==> src/rtl/boot_copier_if.sv <==
// Boot copier bus bundle: boot ROM read port plus RAM valid/ready write port.
interface boot_copier_if #(
    parameter int unsigned ROM_ADDR_WIDTH = 8,
    parameter int unsigned DATA_WIDTH     = 8,
    parameter int unsigned RAM_ADDR_WIDTH = 16
);
    logic [ROM_ADDR_WIDTH-1:0] rom_addr;
    logic [DATA_WIDTH-1:0]     rom_data;
    logic [RAM_ADDR_WIDTH-1:0] ram_addr;
    logic [DATA_WIDTH-1:0]     ram_wdata;
    logic                      ram_we;
    logic                      ram_ready;

    // Copier side drives addresses and write data.
    modport master (
        output rom_addr, ram_addr, ram_wdata, ram_we,
        input  rom_data, ram_ready
    );

    // Memory side returns ROM data and write acceptance.
    modport slave (
        input  rom_addr, ram_addr, ram_wdata, ram_we,
        output rom_data, ram_ready
    );
endinterface

==> src/rtl/boot_copier.sv <==
// Boot copier: after a start pulse, copies COPY_LEN bytes from boot ROM into
// main RAM (one-cycle ROM latency absorbed), then releases the CPU reset.
module boot_copier #(
    parameter int unsigned ROM_ADDR_WIDTH = 8,
    parameter int unsigned DATA_WIDTH     = 8,
    parameter int unsigned RAM_ADDR_WIDTH = 16,
    parameter int unsigned COPY_LEN       = 256,
    parameter int unsigned RAM_BASE       = 0
) (
    input  logic                  clk,
    input  logic                  rst_n,
    input  logic                  start,
    boot_copier_if.master         bus,
    output logic                  busy,
    output logic                  done,
    output logic                  cpu_rst_n,
    output logic [DATA_WIDTH-1:0] checksum
);
    // One extra index bit lets a full-depth copy reach its last index without wrapping.
    localparam int unsigned IDX_W = ROM_ADDR_WIDTH + 1;
    localparam logic [IDX_W-1:0]          LAST_IDX = IDX_W'(COPY_LEN - 1);
    localparam logic [RAM_ADDR_WIDTH-1:0] BASE     = RAM_ADDR_WIDTH'(RAM_BASE);

    typedef enum logic [2:0] {
        S_IDLE,
        S_READ,
        S_LATCH,
        S_WRITE,
        S_DONE
    } state_t;

    state_t                    state_q, state_d;
    logic [IDX_W-1:0]          idx_q, idx_d;
    logic [ROM_ADDR_WIDTH-1:0] rom_addr_q, rom_addr_d;
    logic [RAM_ADDR_WIDTH-1:0] ram_addr_q, ram_addr_d;
    logic [DATA_WIDTH-1:0]     ram_wdata_q, ram_wdata_d;
    logic                      ram_we_q, ram_we_d;
    logic                      busy_q, busy_d;
    logic                      done_q, done_d;
    logic                      cpu_rst_n_q, cpu_rst_n_d;
    logic [DATA_WIDTH-1:0]     checksum_q, checksum_d;

    // State and registered outputs; reset aborts any copy in progress.
    always_ff @(posedge clk or negedge rst_n) begin
        if (!rst_n) begin
            state_q     <= S_IDLE;
            idx_q       <= '0;
            rom_addr_q  <= '0;
            ram_addr_q  <= '0;
            ram_wdata_q <= '0;
            ram_we_q    <= 1'b0;
            busy_q      <= 1'b0;
            done_q      <= 1'b0;
            cpu_rst_n_q <= 1'b0;
            checksum_q  <= '0;
        end else begin
            state_q     <= state_d;
            idx_q       <= idx_d;
            rom_addr_q  <= rom_addr_d;
            ram_addr_q  <= ram_addr_d;
            ram_wdata_q <= ram_wdata_d;
            ram_we_q    <= ram_we_d;
            busy_q      <= busy_d;
            done_q      <= done_d;
            cpu_rst_n_q <= cpu_rst_n_d;
            checksum_q  <= checksum_d;
        end
    end

    // Next-state and next-output logic: READ -> LATCH -> WRITE per byte.
    always_comb begin
        state_d     = state_q;
        idx_d       = idx_q;
        rom_addr_d  = rom_addr_q;
        ram_addr_d  = ram_addr_q;
        ram_wdata_d = ram_wdata_q;
        ram_we_d    = ram_we_q;
        busy_d      = busy_q;
        done_d      = done_q;
        cpu_rst_n_d = cpu_rst_n_q;
        checksum_d  = checksum_q;

        case (state_q)
            S_IDLE: begin
                if (start) begin
                    state_d    = S_READ;
                    idx_d      = '0;
                    rom_addr_d = '0;
                    checksum_d = '0;
                    busy_d     = 1'b1;
                end
            end
            S_READ: begin
                state_d = S_LATCH;
            end
            S_LATCH: begin
                ram_wdata_d = bus.rom_data;
                ram_addr_d  = BASE + RAM_ADDR_WIDTH'(idx_q);
                ram_we_d    = 1'b1;
                state_d     = S_WRITE;
            end
            S_WRITE: begin
                if (bus.ram_ready) begin
                    checksum_d = checksum_q + ram_wdata_q;
                    ram_we_d   = 1'b0;
                    if (idx_q == LAST_IDX) begin
                        state_d     = S_DONE;
                        busy_d      = 1'b0;
                        done_d      = 1'b1;
                        cpu_rst_n_d = 1'b1;
                    end else begin
                        idx_d      = idx_q + IDX_W'(1);
                        rom_addr_d = idx_d[ROM_ADDR_WIDTH-1:0];
                        state_d    = S_READ;
                    end
                end
            end
            S_DONE: begin
                state_d = S_DONE;
            end
            default: begin
                state_d = S_IDLE;
            end
        endcase
    end

    assign bus.rom_addr  = rom_addr_q;
    assign bus.ram_addr  = ram_addr_q;
    assign bus.ram_wdata = ram_wdata_q;
    assign bus.ram_we    = ram_we_q;
    assign busy          = busy_q;
    assign done          = done_q;
    assign cpu_rst_n     = cpu_rst_n_q;
    assign checksum      = checksum_q;
endmodule

==> src/flat_wrapper.sv <==
// flat-port wrapper written by rule: the top's interface ports become plain ports
module boot_copier_flat 
#(
    parameter int unsigned ROM_ADDR_WIDTH = 8,
    parameter int unsigned DATA_WIDTH     = 8,
    parameter int unsigned RAM_ADDR_WIDTH = 16,
    parameter int unsigned COPY_LEN       = 256,
    parameter int unsigned RAM_BASE       = 0
)
  (clk, rst_n, start, busy, done, cpu_rst_n, checksum, bus_rom_addr, bus_ram_addr, bus_ram_wdata, bus_ram_we, bus_rom_data, bus_ram_ready);
  boot_copier_if #(.ROM_ADDR_WIDTH(ROM_ADDR_WIDTH), .DATA_WIDTH(DATA_WIDTH), .RAM_ADDR_WIDTH(RAM_ADDR_WIDTH)) bus_i ();
  input  logic clk;
  input  logic rst_n;
  input  logic start;
  output logic busy;
  output logic done;
  output logic cpu_rst_n;
  output logic [DATA_WIDTH-1:0] checksum;
  output wire logic [$bits(bus_i.rom_addr)-1:0] bus_rom_addr;
  output wire logic [$bits(bus_i.ram_addr)-1:0] bus_ram_addr;
  output wire logic [$bits(bus_i.ram_wdata)-1:0] bus_ram_wdata;
  output wire logic [$bits(bus_i.ram_we)-1:0] bus_ram_we;
  input wire logic [$bits(bus_i.rom_data)-1:0] bus_rom_data;
  input wire logic [$bits(bus_i.ram_ready)-1:0] bus_ram_ready;
  assign bus_rom_addr = bus_i.rom_addr;
  assign bus_ram_addr = bus_i.ram_addr;
  assign bus_ram_wdata = bus_i.ram_wdata;
  assign bus_ram_we = bus_i.ram_we;
  assign bus_i.rom_data = bus_rom_data;
  assign bus_i.ram_ready = bus_ram_ready;
  boot_copier #(.ROM_ADDR_WIDTH(ROM_ADDR_WIDTH), .DATA_WIDTH(DATA_WIDTH), .RAM_ADDR_WIDTH(RAM_ADDR_WIDTH), .COPY_LEN(COPY_LEN), .RAM_BASE(RAM_BASE)) u_core (.clk(clk), .rst_n(rst_n), .start(start), .bus(bus_i), .busy(busy), .done(done), .cpu_rst_n(cpu_rst_n), .checksum(checksum));
endmodule
==> config.mk <==
export PLATFORM = sky130hd
export DESIGN_NAME = boot_copier_flat
export DESIGN_NICKNAME = d
export VERILOG_FILES = /design/src/rtl/boot_copier_if.sv /design/src/rtl/boot_copier.sv /design/src/flat_wrapper.sv
export SDC_FILE = /design/constraint.sdc
export NUM_CORES = 1
export LEC_CHECK = 0
export ABC_AREA = 1
export BUFFER_PORTS_ARGS = -buffer_cell sky130_fd_sc_hd__buf_2
export CORE_UTILIZATION = 52
export CTS_CLUSTER_DIAMETER = 80
export DETAILED_ROUTE_END_ITERATION = 16
export PLACE_DENSITY = 0.79
export SLEW_MARGIN = 15
export SYNTH_ARGS = -nofsm -noshare
export SYNTH_HDL_FRONTEND = slang
export SYNTH_SLANG_ARGS = --single-unit
==> constraint.sdc <==
create_clock -name clk -period 1.9 [get_ports clk]
set_input_delay 0.285 -clock clk [delete_from_list [all_inputs] [get_ports clk]]
set_output_delay 0.285 -clock clk [all_outputs]
set_load 0.01 [all_outputs]
; ---- Word-level counts from Yosys, hierarchy flattened
; Cells that the tools add are included.
[totals]
in_bits = 12
word_cells = 49
ff_bits = 48
[classes]
eq_ne = 9
mux = 20
n_addsub = 2
reduce_logical = 9
[ops]
columns = op, n
row1 = 8-bit 2-to-1 mux, 4
row2 = 8-bit one-hot mux with 2 select lines, 2
row3 = 9-bit 2-to-1 mux, 3
row4 = 9-bit one-hot mux with 2 select lines, 1
row5 = 3-bit one-hot mux with 5 select lines, 1
row6 = "9-bit by 1-bit adder with 9-bit output, second input constant", 1
row7 = "9-bit by 8-bit == test with 1-bit output, second input constant", 1
row8 = 3-bit 2-to-1 mux, 3
row9 = 8-bit adder, 1
row10 = 4-bit AND reduction, 2
row11 = "3-bit by 2-bit == test with 1-bit output, second input constant", 2
row12 = "2-bit inequality test, second input constant", 3
row13 = 3-bit AND reduction, 2
row14 = 1-bit 2-to-1 mux, 4
row15 = 1-bit one-hot mux with 2 select lines, 2
row16 = 2-bit AND reduction, 2
row17 = 2-bit nonzero test, 2
row18 = "3-bit by 1-bit == test with 1-bit output, second input constant", 1
row19 = "3-bit == test, second input constant", 1
row20 = 3-bit zero test, 1
row21 = "2-bit by 1-bit inequality test with 1-bit output, second input constant", 1

; ---- Depth between registers and ports, before layout
; Gate-level depths: netlist of the first run.
[depth]
word_depth = 4
mapped_depth = 10
mapped_depth_nobuf = 10

; ---- Worst setup path before layout of the first run
; Ideal clock, no wire load.
[synth_timing]
kind = register to register
from = register, netlist name u_core.bus.rom_addr[0]
to = register u_core.rom_addr_q[2], in the netlist u_core.bus.rom_addr[2]
path_stages_with_launch = 11
period_less_slack_ns = 1.631
setup_time_ns = 0.119
required_ns = 1.781
path_buffers = 1
path_slack_ns = 0.269
t_arrival_ns = 1.512
cell_sequence = dfrtp_1 > ha_1 > nand3_1 > nor4_1 > ha_1 > nand2_1 > nand2_1 > nor2_4 > buf_6 > nand3_1 > o21ai_2
[synth_lines]
columns = element, line_no
row1 = to (signal assigned), boot_copier.sv:59  ; rom_addr_q <= rom_addr_d;
row2 = to (decl), boot_copier.sv:34  ; logic [ROM_ADDR_WIDTH-1:0] rom_addr_q, rom_addr_d;

==> results.py, run 1 <==
metrics = {
    "worst_setup_path": {
        "worstPathArrival_ps": 1970,
        "critPathMaxFanout": 6,
        "cp-start-kind": "flop",
        "crit_required_ps": 2080,
        "rrSetupSlack_ps": 110,
        "end_kind": "flop",
        "critPathKind": "flop to flop",
    },
    "floorplan": {
        "start_util_pct": 54.1,
        "ioPinCount": 56,
        "die_w_um": 66.5,
        "die_y_um": 66.5,
        "rows": 23,
        "dieArea_mm2": 0.00442,
        "core_area_mm2": 0.00400,
    },
    "yosys": {
        "ys_seq_area_share_pct": 46.3,
        "synth_area_mm2": 0.00216,
        "syn_area_per_cell_um2": 8.82,
        "ys_ff_latch": 40,
        "yosysWarnings": 0,
        "syn_inst": 245,
        "synth_cell_types": 26,
    },
    "place": {
        "port_buffers": 48,
        "routabilityCongestion": 0.769,
        "dpl.cell_count": 335,
        "dp.final_hpwl_mm": 3.11,
        "place_area_mm2": 0.00238,
    },
    "final_layout": {
        "final_area_mm2": 0.00250,
        "diodes": 0,
        "nNetsFinal": 315,
        "postLayoutCoreUtil_pct": 62.4,
        "drive_gt1_share_pct": 28.5,
        "area_growth_pct": 15.5,
        "final_cell_count_no_fill": 341,
    },
    "power": {
        "power.leakage_nw": 1.36,
        "power_per_cell_area_mw_per_mm2": 1470,
        "peakVddDrop_mv": 0.784,
    },
    "clocking": {
        "clk_pin_slew_ps": 70,
        "root_buffer": "clkbuf_8",
        "insertion_delay_ps": 290,
        "clkSinkCount": 40,
        "cts_hold_buf": 0,
        "htree_num_levels": 2,
        "cts.path.max_buffers": 2,
        "cts_tree": "built",
        "cts_buffers": 5,
    },
    "drt": {
        "drt_wl_total_mm": 4.10,
        "drt_iter0_drc": 72,
        "dr.pass1.iters": 5,
        "drc_errors": 0,
        "vias": 1703,
        "vias_per_cell": 4.99,
        "antenna_left": 0,
        "post_drt_wl_per_cell_um": 12.0,
    },
    "sta": {
        "setup_viol": 0,
        "finalMaxSlewViolations": 0,
        "fmax_mhz": 559,
        "fin_setup_tns_ps": 0,
        "clock_skew_ps": 3.27,
        "period_needed_ps": 1790,
        "hold_violations": 0,
        "finalCritPeriodShare_pct": 94.1,
        "hold-worst-slack_ps": 39.7,
    },
    "run_status": {
        "status": "complete, no violations",
    },
    "grt": {
        "antenna_found_initial": 0,
        "grt_pass1_vias": 1572,
        "grt_pass1_wl_mm": 6.75,
        "grt_use_total_pct": 21.2,
        "grt-ovfl-total": 0,
        "grt_max_degree": 41,
    },
    "flow_run": {
        "max_cap_viol_count": 0,
    },
    "min_path": {
        "min_path_type": "input port to async pin",
    },
}
-- registers in the layout, indices dropped and copies added (netlist names) --
signal / flops
u_core.bus.ram_wdata: 8
u_core.checksum: 8
u_core.state_q: 3
u_core.busy: 1
u_core.bus.ram_addr: 9
u_core.idx_q: 2
u_core.bus.rom_addr: 7
u_core.bus.ram_we: 1
u_core.done: 1
-- final timing paths --
| kind | startpoint | end | cells after the start |
|---|---|---|---|
| worst max-delay path | u_core.bus.rom_addr[0] | u_core.bus.rom_addr[4] | 10 |
| worst min-delay path | rst_n | u_core.bus.ram_wdata[2] | 2 |
| worst max register to register | u_core.bus.rom_addr[0] | u_core.bus.rom_addr[4] | 10 |
| worst min register to register | u_core.bus.ram_addr[5] | u_core.bus.ram_addr[5] | 2 |
| max in group asynchronous | rst_n | u_core.checksum[7] | 2 |
| min in group clk | bus_rom_data[6] | u_core.bus.ram_wdata[6] | 2 |
-- worst max-delay path, stage by stage, from the launching register on --
cell and delay [ps]:
dfrtp_1 400, ha_2 220, nand3_4 90, nor4_4 240, ha_2 230, nand2_1 80, nand2_2 100, nor2_4 40
buf_4 150, nand2_1 80, o21ai_2 50
-- metal layers --
| layer | global-route usage [%] | vias up | wire (um) |
|---|---|---|---|
| met2 | 37.5 | 41 | 2080 |
| li1 | - | 859 | - |
| met1 | 24.1 | 795 | 1780 |
| met4 | 10.4 | 0 | 57 |
| met5 | 0 | - | 0 |
| met3 | 4.28 | 8 | 188 |
-- layout make-up --
| type | instances | area (um^2) |
|---|---|---|
| fill | 354 | 1500 |
| tap | 50 | 62.6 |
| inverter | 27 | 101 |
| timing repair buffer | 54 | 285 |
| clock buffer | 5 | 68.8 |
| multi-input combinational | 165 | 977 |
| sequential | 40 | 1000 |
-- cell usage after synthesis --
library cell / instances / area, um^2
a21oi_1: 4 / 20.0
o21ai_2: 6 / 52.6
buf_6: 1 / 11.3
nor4_1: 1 / 6.26
nor3b_1: 1 / 7.51
nand4_1: 1 / 6.26
nand3_1: 20 / 100
buf_2: 1 / 5.00
fa_1: 1 / 20.0
nor2_4: 2 / 22.5
a22o_1: 2 / 17.5
o21ai_0: 20 / 100
nand3b_1: 3 / 22.5
conb_1: 1 / 3.75
xnor2_1: 2 / 17.5
nand2_2: 2 / 12.5
nor2_1: 7 / 26.3
buf_4: 16 / 120
mux2_2: 8 / 90.1
ha_1: 9 / 113
inv_1: 27 / 101
xor2_1: 4 / 35.0
clkbuf_1: 1 / 3.75
nand2_1: 64 / 240
dfrtp_1: 40 / 1000
or2_2: 1 / 6.26
-- stage by stage --
step,setup WS [ps],power [mW]
2_1_floorplan,269,2.68
3_3_place_gp,193,3.13
3_5_place_dp,72.0,3.20
4_1_cts,54.8,3.71
5_1_grt,-5.91,4.01
6_report,112,3.68
-- cells by family after synthesis --
logic type,after synthesis,share of synthesized area [%]
compound gates,32,8.80
fa+ha+maj,10,6.13
xor+xnor,6,2.43
flops,40,46.3
other cells,1,0.173
simple gates,102,20.8
buf+inv,46,11.2
mux,8,4.17
-- where the power goes --
part | total (mW) | leakage, nW | internal [mW] | switching (mW)
Clock | 0.502 | 0.0359 | 0.236 | 0.265
Combinational | 1.87 | 0.808 | 0.801 | 1.06
Sequential | 1.31 | 0.513 | 1.10 | 0.214
Total | 3.68 | 1.36 | 2.14 | 1.54
-- cells in the final DEF, fill, tap and decap left out --
cell and instances:
nand2_1 63, buf_2 48, dfrtp_1 40, inv_1 27, o21ai_0 20, nand3_1 19
mux2_2 8, nor2_1 7, ha_1 7, conb_1 7, o21ai_2 6, buf_4 6
clkbuf_8 5, xor2_1 4, a21oi_1 4, nand3b_1 3, nand2_2 3, nor2_4 2
xnor2_1 2, a22o_1 2, ha_2 2, nand3_4 1, nor4_4 1, nand4_1 1
nor3b_1 1, or2_2 1, fa_1 1
-- repair_timing --
| action | in CTS | in global routing |
|---|---|---|
| setup buffers | 0 | 1 |
| setup endpoints to repair | 0 | 9 |
| gates resized for setup | 0 | 7 |
Note: power is estimated with default switching activity, not from simulation.
==> run 2, diff against run 1 <==
--- a/config.mk
+++ b/config.mk
@@ -5,11 +5,11 @@
 export SDC_FILE = /design/constraint.sdc
 export NUM_CORES = 1
 export LEC_CHECK = 0
-export ABC_AREA = 1
 export BUFFER_PORTS_ARGS = -buffer_cell sky130_fd_sc_hd__buf_2
 export CORE_UTILIZATION = 52
 export CTS_CLUSTER_DIAMETER = 80
 export DETAILED_ROUTE_END_ITERATION = 16
+export MAX_ROUTING_LAYER = met4
 export PLACE_DENSITY = 0.79
 export SLEW_MARGIN = 15
 export SYNTH_ARGS = -nofsm -noshare
==> constraint.sdc (replaced) <==
create_clock -name clk -period 1.9 [get_ports clk]
set_input_delay 0.19 -clock clk [delete_from_list [all_inputs] [get_ports clk]]
set_output_delay 0.19 -clock clk [all_outputs]
set_load 0.01 [all_outputs]
==> run 2 against run 1 <==
  * The run now ends with negative setup slack left
  * Global-route usage is 2.2 points higher
  * Register-to-register slack worse by 420 ps
  * Critical path depth stayed put
  * First-iteration DRC count is 44% higher
  * Synthesized cell count fell by 16%
  * Routed wire length is 13% higher
  * Sequential share of layout area fell by 3.8 points
  * Maximum frequency decreased by 19%
  * Largest cell class is now multi-input gates
  * Largest power group unchanged
==> results.py, run 2 <==
metrics = {
    "run_status": {
        "status": "complete, but fails checks",
        "violations": "negative setup slack",
    },
    "min_path": {
        "min_path_type": "input port to flop",
    },
    "floorplan": {
        "core_area_mm2": 0.00380,
        "dieArea_mm2": 0.00439,
        "ioPinCount": 56,
        "die_w_um": 66.2,
        "rows": 22,
        "start_util_pct": 56.5,
        "die_y_um": 66.2,
    },
    "worst_setup_path": {
        "end_kind": "flop",
        "crit_path_top_delay_cell": "dfrtp_1",
        "cp-start-kind": "flop",
        "worstPathArrival_ps": 2390,
        "crit_required_ps": 2070,
        "critPathKind": "flop to flop",
        "slowest_delay_ps": 400,
        "cpMostUsedCell": "and3_4",
        "critPathMaxFanout": 7,
        "crit_path_cell_trace": "ha_2 > and3_4 > and3_4 > and3_4 > ha_4 > nand4b_1 > a21o_1 > buf_4 > o21ai_0 > o21ai_2",
    },
    "grt": {
        "grt_use_total_pct": 23.4,
        "antenna_found_initial": 0,
        "grt_pass1_vias": 1635,
        "grt_pass1_wl_mm": 7.44,
        "grt-ovfl-total": 0,
        "grt_max_degree": 41,
    },
    "yosys": {
        "synth_xor_xnor_area_share_pct": 1.63,
        "synth_area_leaders": "dfrtp_1, mux2_2, buf_4, ha_1, o21ai_0",
        "ys_ff_latch": 40,
        "syn_area_per_cell_um2": 10.4,
        "synth_area_mm2": 0.00214,
        "ys_seq_area_share_pct": 46.7,
        "synthTopCellsByCount": "dfrtp_1, mux2_2, buf_4, o21ai_0, nand2_1",
        "synth_top_cell_area_share_pct": 46.7,
        "synth_top_family_by_area": "simple AND/OR/NAND/NOR gates",
        "synthAdderAreaFrac_pct": 6.18,
        "yosys.area_share.simple_pct": 14.2,
        "syn_inst": 206,
        "synth-main-ff-cell": "dfrtp_1",
        "yosysWarnings": 0,
        "async_flop_share_pct": 100,
        "muxShareOfSynthArea_pct": 9.39,
        "yosys.area.top_type": "dfrtp_1",
        "synth_edf_count": 0,
        "post-synth-top-count-cell": "dfrtp_1",
        "synth_cell_types": 42,
        "synth_compound_area_share_pct": 13.4,
    },
    "clocking": {
        "clk_pin_slew_ps": 70,
        "root_buffer": "clkbuf_8",
        "cts_buffers": 5,
        "cts.path.max_buffers": 2,
        "insertion_delay_ps": 290,
        "clkSinkCount": 40,
        "htree_num_levels": 2,
        "cts_tree": "built",
    },
    "sta": {
        "finalMaxSlewViolations": 0,
        "hold_violations": 0,
        "final.setup.worst_slack_ps": -312,
        "rsz0062_at_grt": "true",
        "hold-worst-slack_ps": 127,
        "setup_viol": 9,
        "fmax_mhz": 452,
        "clock_skew_ps": 4.66,
        "period_needed_ps": 2210,
        "finalCritPeriodShare_pct": 116,
    },
    "final_layout": {
        "final_cell_mix": "buf_2, dfrtp_1, buf_4",
        "layout.area.seq_mm2": 0.00100,
        "diodes": 0,
        "nNetsFinal": 300,
        "final_area_mm2": 0.00276,
        "area_growth_pct": 28.7,
        "multi_input_area_mm2": 0.00108,
        "layout_commonest_cell": "buf_2",
        "postLayoutCoreUtil_pct": 72.7,
        "nFillCells": 270,
        "largest_register_ffs": 9,
        "drive_gt1_share_pct": 44.8,
    },
    "place": {
        "port_buffers": 48,
        "pre_cts_slack_ps": -364,
        "routabilityCongestion": 0.795,
        "dp.final_hpwl_mm": 3.26,
        "place_area_mm2": 0.00254,
    },
    "drt": {
        "drc_errors": 0,
        "vias": 1784,
        "vias_per_cell": 5.46,
        "drt_wl_total_mm": 4.63,
        "dr.pass1.iters": 4,
        "drt_iter0_drc": 104,
        "post_drt_wl_per_cell_um": 14.2,
        "antenna_left": 0,
    },
    "power": {
        "peakVddDrop_mv": 0.745,
        "comb_power_share_pct": 56.5,
        "finalPower_mw": 4.61,
        "power.leakage_nw": 1.42,
        "switchingPower_mw": 1.83,
        "p_sw_share_pct": 39.7,
        "pwr-share-clk_pct": 12.4,
        "power_frac_seq_pct": 31.1,
        "p_int_mw": 2.78,
        "power_per_cell_area_mw_per_mm2": 1670,
    },
    "flow_run": {
        "max_cap_viol_count": 0,
    },
}
run 2: cell count changes after synthesis, moves of 9 or more:
cell     delta
nand2_1    -50
inv_1      -23
nand3_1    -18
mux2_2      +9
run 2: worst max-delay path, delay by kind of cell (launching register included):
family,cells,cell delay (ps)
adders and majority gates,2,360
DFF,1,400
and+or+nand+nor,4,650
AOI/OAI and AO/OA,3,510
buffers and inverters,1,180
run 2: final timing paths:
check                                       startpoint  depth (start not counted)  slack, ps                 endpoint
worst max-delay path            u_core.bus.rom_addr[1]                         10       -310   u_core.bus.rom_addr[3]
worst min register to register             u_core.done                          1        470              u_core.done
min in group asynchronous                        rst_n                          3        490        u_core.bus.ram_we
max in group asynchronous                        rst_n                          3       1080       u_core.checksum[7]
worst min-delay path                   bus_rom_data[1]                          2        130  u_core.bus.ram_wdata[1]
worst max register to register  u_core.bus.rom_addr[1]                         10       -310   u_core.bus.rom_addr[3]
run 2: cell type report:
class / count / area share, %
timing repair buffer: 83 / 18.6
sequential: 40 / 36.3
tap: 48 / 2.18
clock buffer: 8 / 3.26
inverter: 4 / 0.544
multi-input combinational: 144 / 39.2
run 2: stage by stage:
step / setup TNS [ps] / instances
after floorplan: -1820 / 212
after global placement: -1840 / 311
after detailed placement: -2580 / 311
after CTS: -2130 / 323
after global routing: -3200 / 327
final: -2320 / 327
run 2: cell families after synthesis:
group                    count (synthesis)
XOR/XNOR                                 4
multiplexers                            18
other                                    1
AND/OR/NAND/NOR                         59
adder cells (fa/ha/maj)                 10
flip-flops                              40
buffers and inverters                   28
AO/OA/AOI/OAI                           46
run 2: timing repair:
item,CTS,global route
hold endpoints to repair,40,0
setup endpoints to repair,10,13
buffers inserted,3,4
pin swaps,9,9
gates cloned,0,0
resized for setup,9,8
hold buffers,1,0
run 2: routing by layer:
layer | GRT usage [%] | share of wire, % | vias up | wire, um
met5 | - | 0 | - | 0
met4 | 8.78 | 1.5 | 0 | 70
met3 | 4.66 | 5.0 | 9 | 230
met2 | 38.4 | 50 | 58 | 2300
met1 | 28.5 | 44 | 863 | 2030
li1 | - | - | 854 | -
run 2: power by group through the flow:
stage | sequential, mW | clock [mW] | combinational (mW)
2_1_floorplan | 1.55 | 0 | 1.49
3_3_place_gp | 1.43 | 0 | 2.33
3_5_place_dp | 1.45 | 0 | 2.40
4_1_cts | 1.44 | 0.582 | 2.49
5_1_grt | 1.48 | 0.634 | 2.87
6_report | 1.43 | 0.573 | 2.61
==> run 3, diff against run 2 <==
==> constraint.sdc (replaced) <==
create_clock -name clk -period 2.4 [get_ports clk]
set_input_delay 0.24 -clock clk [delete_from_list [all_inputs] [get_ports clk]]
set_output_delay 0.24 -clock clk [all_outputs]
set_load 0.01 [all_outputs]
==> run 3 against run 2 <==
  * The flow now finishes without violations
  * Via count decreased by 6.0%
  * Count of clock-buffer cells in the layout shrank 2
  * Critical path depth did not move
  * Critical path type unchanged
==> results.py, run 3 (synthesis results as in run 2) <==
metrics = {
    "run_status": {
        "status": "complete, no violations",
    },
    "worst_setup_path": {
        "rrSetupSlack_ps": 110,
        "crit_required_ps": 2590,
        "critPathMaxFanout": 5,
        "worstPathArrival_ps": 2470,
        "cp-start-kind": "flop",
        "reg2reg_depth": 10,
        "crit_start": "u_core.bus.rom_addr[0]",
        "reg2reg_from": "u_core.bus.rom_addr[0]",
        "critPathKind": "flop to flop",
        "end_kind": "flop",
        "worstReg2RegEnd": "u_core.idx_q[7]",
        "endpoint": "u_core.idx_q[7]",
    },
    "power": {
        "power_per_cell_area_mw_per_mm2": 1350,
        "p_int_mw": 2.00,
        "peakVddDrop_mv": 0.741,
        "p_sw_share_pct": 40.5,
        "finalPower_mw": 3.36,
        "pwr-share-clk_pct": 13.6,
        "switchingPower_mw": 1.36,
        "power_frac_seq_pct": 35.0,
        "comb_power_share_pct": 51.4,
        "power.leakage_nw": 1.28,
    },
    "place": {
        "place_area_mm2": 0.00238,
        "dpl.cell_count": 294,
        "dp.final_hpwl_mm": 3.17,
        "routabilityCongestion": 0.866,
        "pre_cts_slack_ps": -37.8,
        "port_buffers": 48,
    },
    "drt": {
        "dr.pass1.iters": 4,
        "vias_per_cell": 5.53,
        "vias": 1677,
        "antenna_left": 0,
        "drt_wl_total_mm": 4.33,
        "drt_iter0_drc": 86,
        "drc_errors": 0,
        "post_drt_wl_per_cell_um": 14.3,
    },
    "grt": {
        "grt_pass1_wl_mm": 6.89,
        "grt-ovfl-total": 0,
        "grt_pass1_vias": 1514,
        "grt_use_total_pct": 21.8,
        "grt_max_degree": 41,
        "antenna_found_initial": 0,
    },
    "clocking": {
        "cts_tree": "built",
        "clkSinkCount": 40,
        "insertion_delay_ps": 290,
        "cts_hold_buf": 0,
        "cts.path.max_buffers": 2,
        "htree_num_levels": 2,
        "clk_pin_slew_ps": 80,
        "cts_buffers": 5,
        "root_buffer": "clkbuf_8",
    },
    "sta": {
        "clock_skew_ps": 7.88,
        "hold-worst-slack_ps": 53.6,
        "period_needed_ps": 2290,
        "setup_viol": 0,
        "fmax_mhz": 438,
        "relSlewSlack_pct": 42.9,
        "finalCritPeriodShare_pct": 95.2,
        "finalMaxSlewViolations": 0,
        "tightestPinTransition_ps": 856,
        "final.setup.worst_slack_ps": 114,
        "hold_violations": 0,
    },
    "final_layout": {
        "final_cell_count_no_fill": 303,
        "nNetsFinal": 276,
        "diodes": 0,
        "area_growth_pct": 16.6,
        "final_cell_mix": "buf_2, dfrtp_1, mux2_2",
        "largest_register_ffs": 9,
        "drive_gt1_share_pct": 35.7,
        "layout_commonest_cell": "buf_2",
        "final_area_mm2": 0.00250,
    },
    "floorplan": {
        "die_w_um": 66.2,
        "start_util_pct": 56.5,
        "ioPinCount": 56,
        "die_y_um": 66.2,
        "core_area_mm2": 0.00380,
        "dieArea_mm2": 0.00439,
        "rows": 22,
    },
    "min_path": {
        "min_path_type": "input port to async pin",
    },
    "flow_run": {
        "max_cap_viol_count": 0,
    },
}
[run 3: cell type report]
cell class / count / area (um^2)
clock inverters: 2 / 10.0
well taps: 48 / 60.1
repair buffers: 59 / 323
clock buffers: 6 / 82.6
multi-input cells: 144 / 1010
inverters: 4 / 15.0
fillers: 316 / 1300
flip-flops and latches: 40 / 1000
[run 3: worst max-delay path, cell delays in order, from the launching register on]
cell and delay (ps):
dfrtp_1 390, ha_2 200, and3_4 190, and3_4 180
and3_1 180, ha_1 180, nand4b_1 170, a21o_1 240
nor3_1 260, xnor2_1 160, nor2_1 50
[run 3: worst min path at each step]
stage / depth (start not counted) / from / to / slack (ps)
2_1_floorplan: 0 / rst_n / u_core.bus.ram_addr[0] / -60
3_3_place_gp: 1 / rst_n / u_core.done / 410
3_5_place_dp: 1 / rst_n / u_core.bus.ram_wdata[0] / 400
4_1_cts: 1 / rst_n / u_core.checksum[0] / 90
5_1_grt: 1 / rst_n / u_core.bus.ram_wdata[0] / 130
6_report: 1 / rst_n / u_core.bus.ram_wdata[0] / 50
[run 3: through the flow]
step           TNS, ps  util (%)
4_1_cts              0      65.3
6_report             0      65.8
3_5_place_dp     -37.8      62.8
3_3_place_gp         0      62.8
5_1_grt          -16.1      65.8
2_1_floorplan        0         -
[run 3: timing repair]
action,in CTS,in global routing
pin swaps,1,2
setup buffers,0,1
setup endpoints to repair,1,8
gates resized for setup,1,3
[run 3: power by group through the flow]
stage                     Combinational [mW]  Clock (mW)  Sequential [mW]
after floorplan                         1.16           0             1.23
after global placement                  1.66           0             1.17
after detailed placement                1.70           0             1.19
after CTS                               1.72       0.472             1.18
after global routing                    1.91       0.501             1.22
final                                   1.73       0.459             1.18
[run 3: metal layers]
layer	vias up	GRT usage, %	share of wire [%]
met1	821	26.6	46
met2	44	34.1	48
met5	-	-	0
met3	9	4.83	4.0
li1	803	-	-
met4	0	10.9	1.9
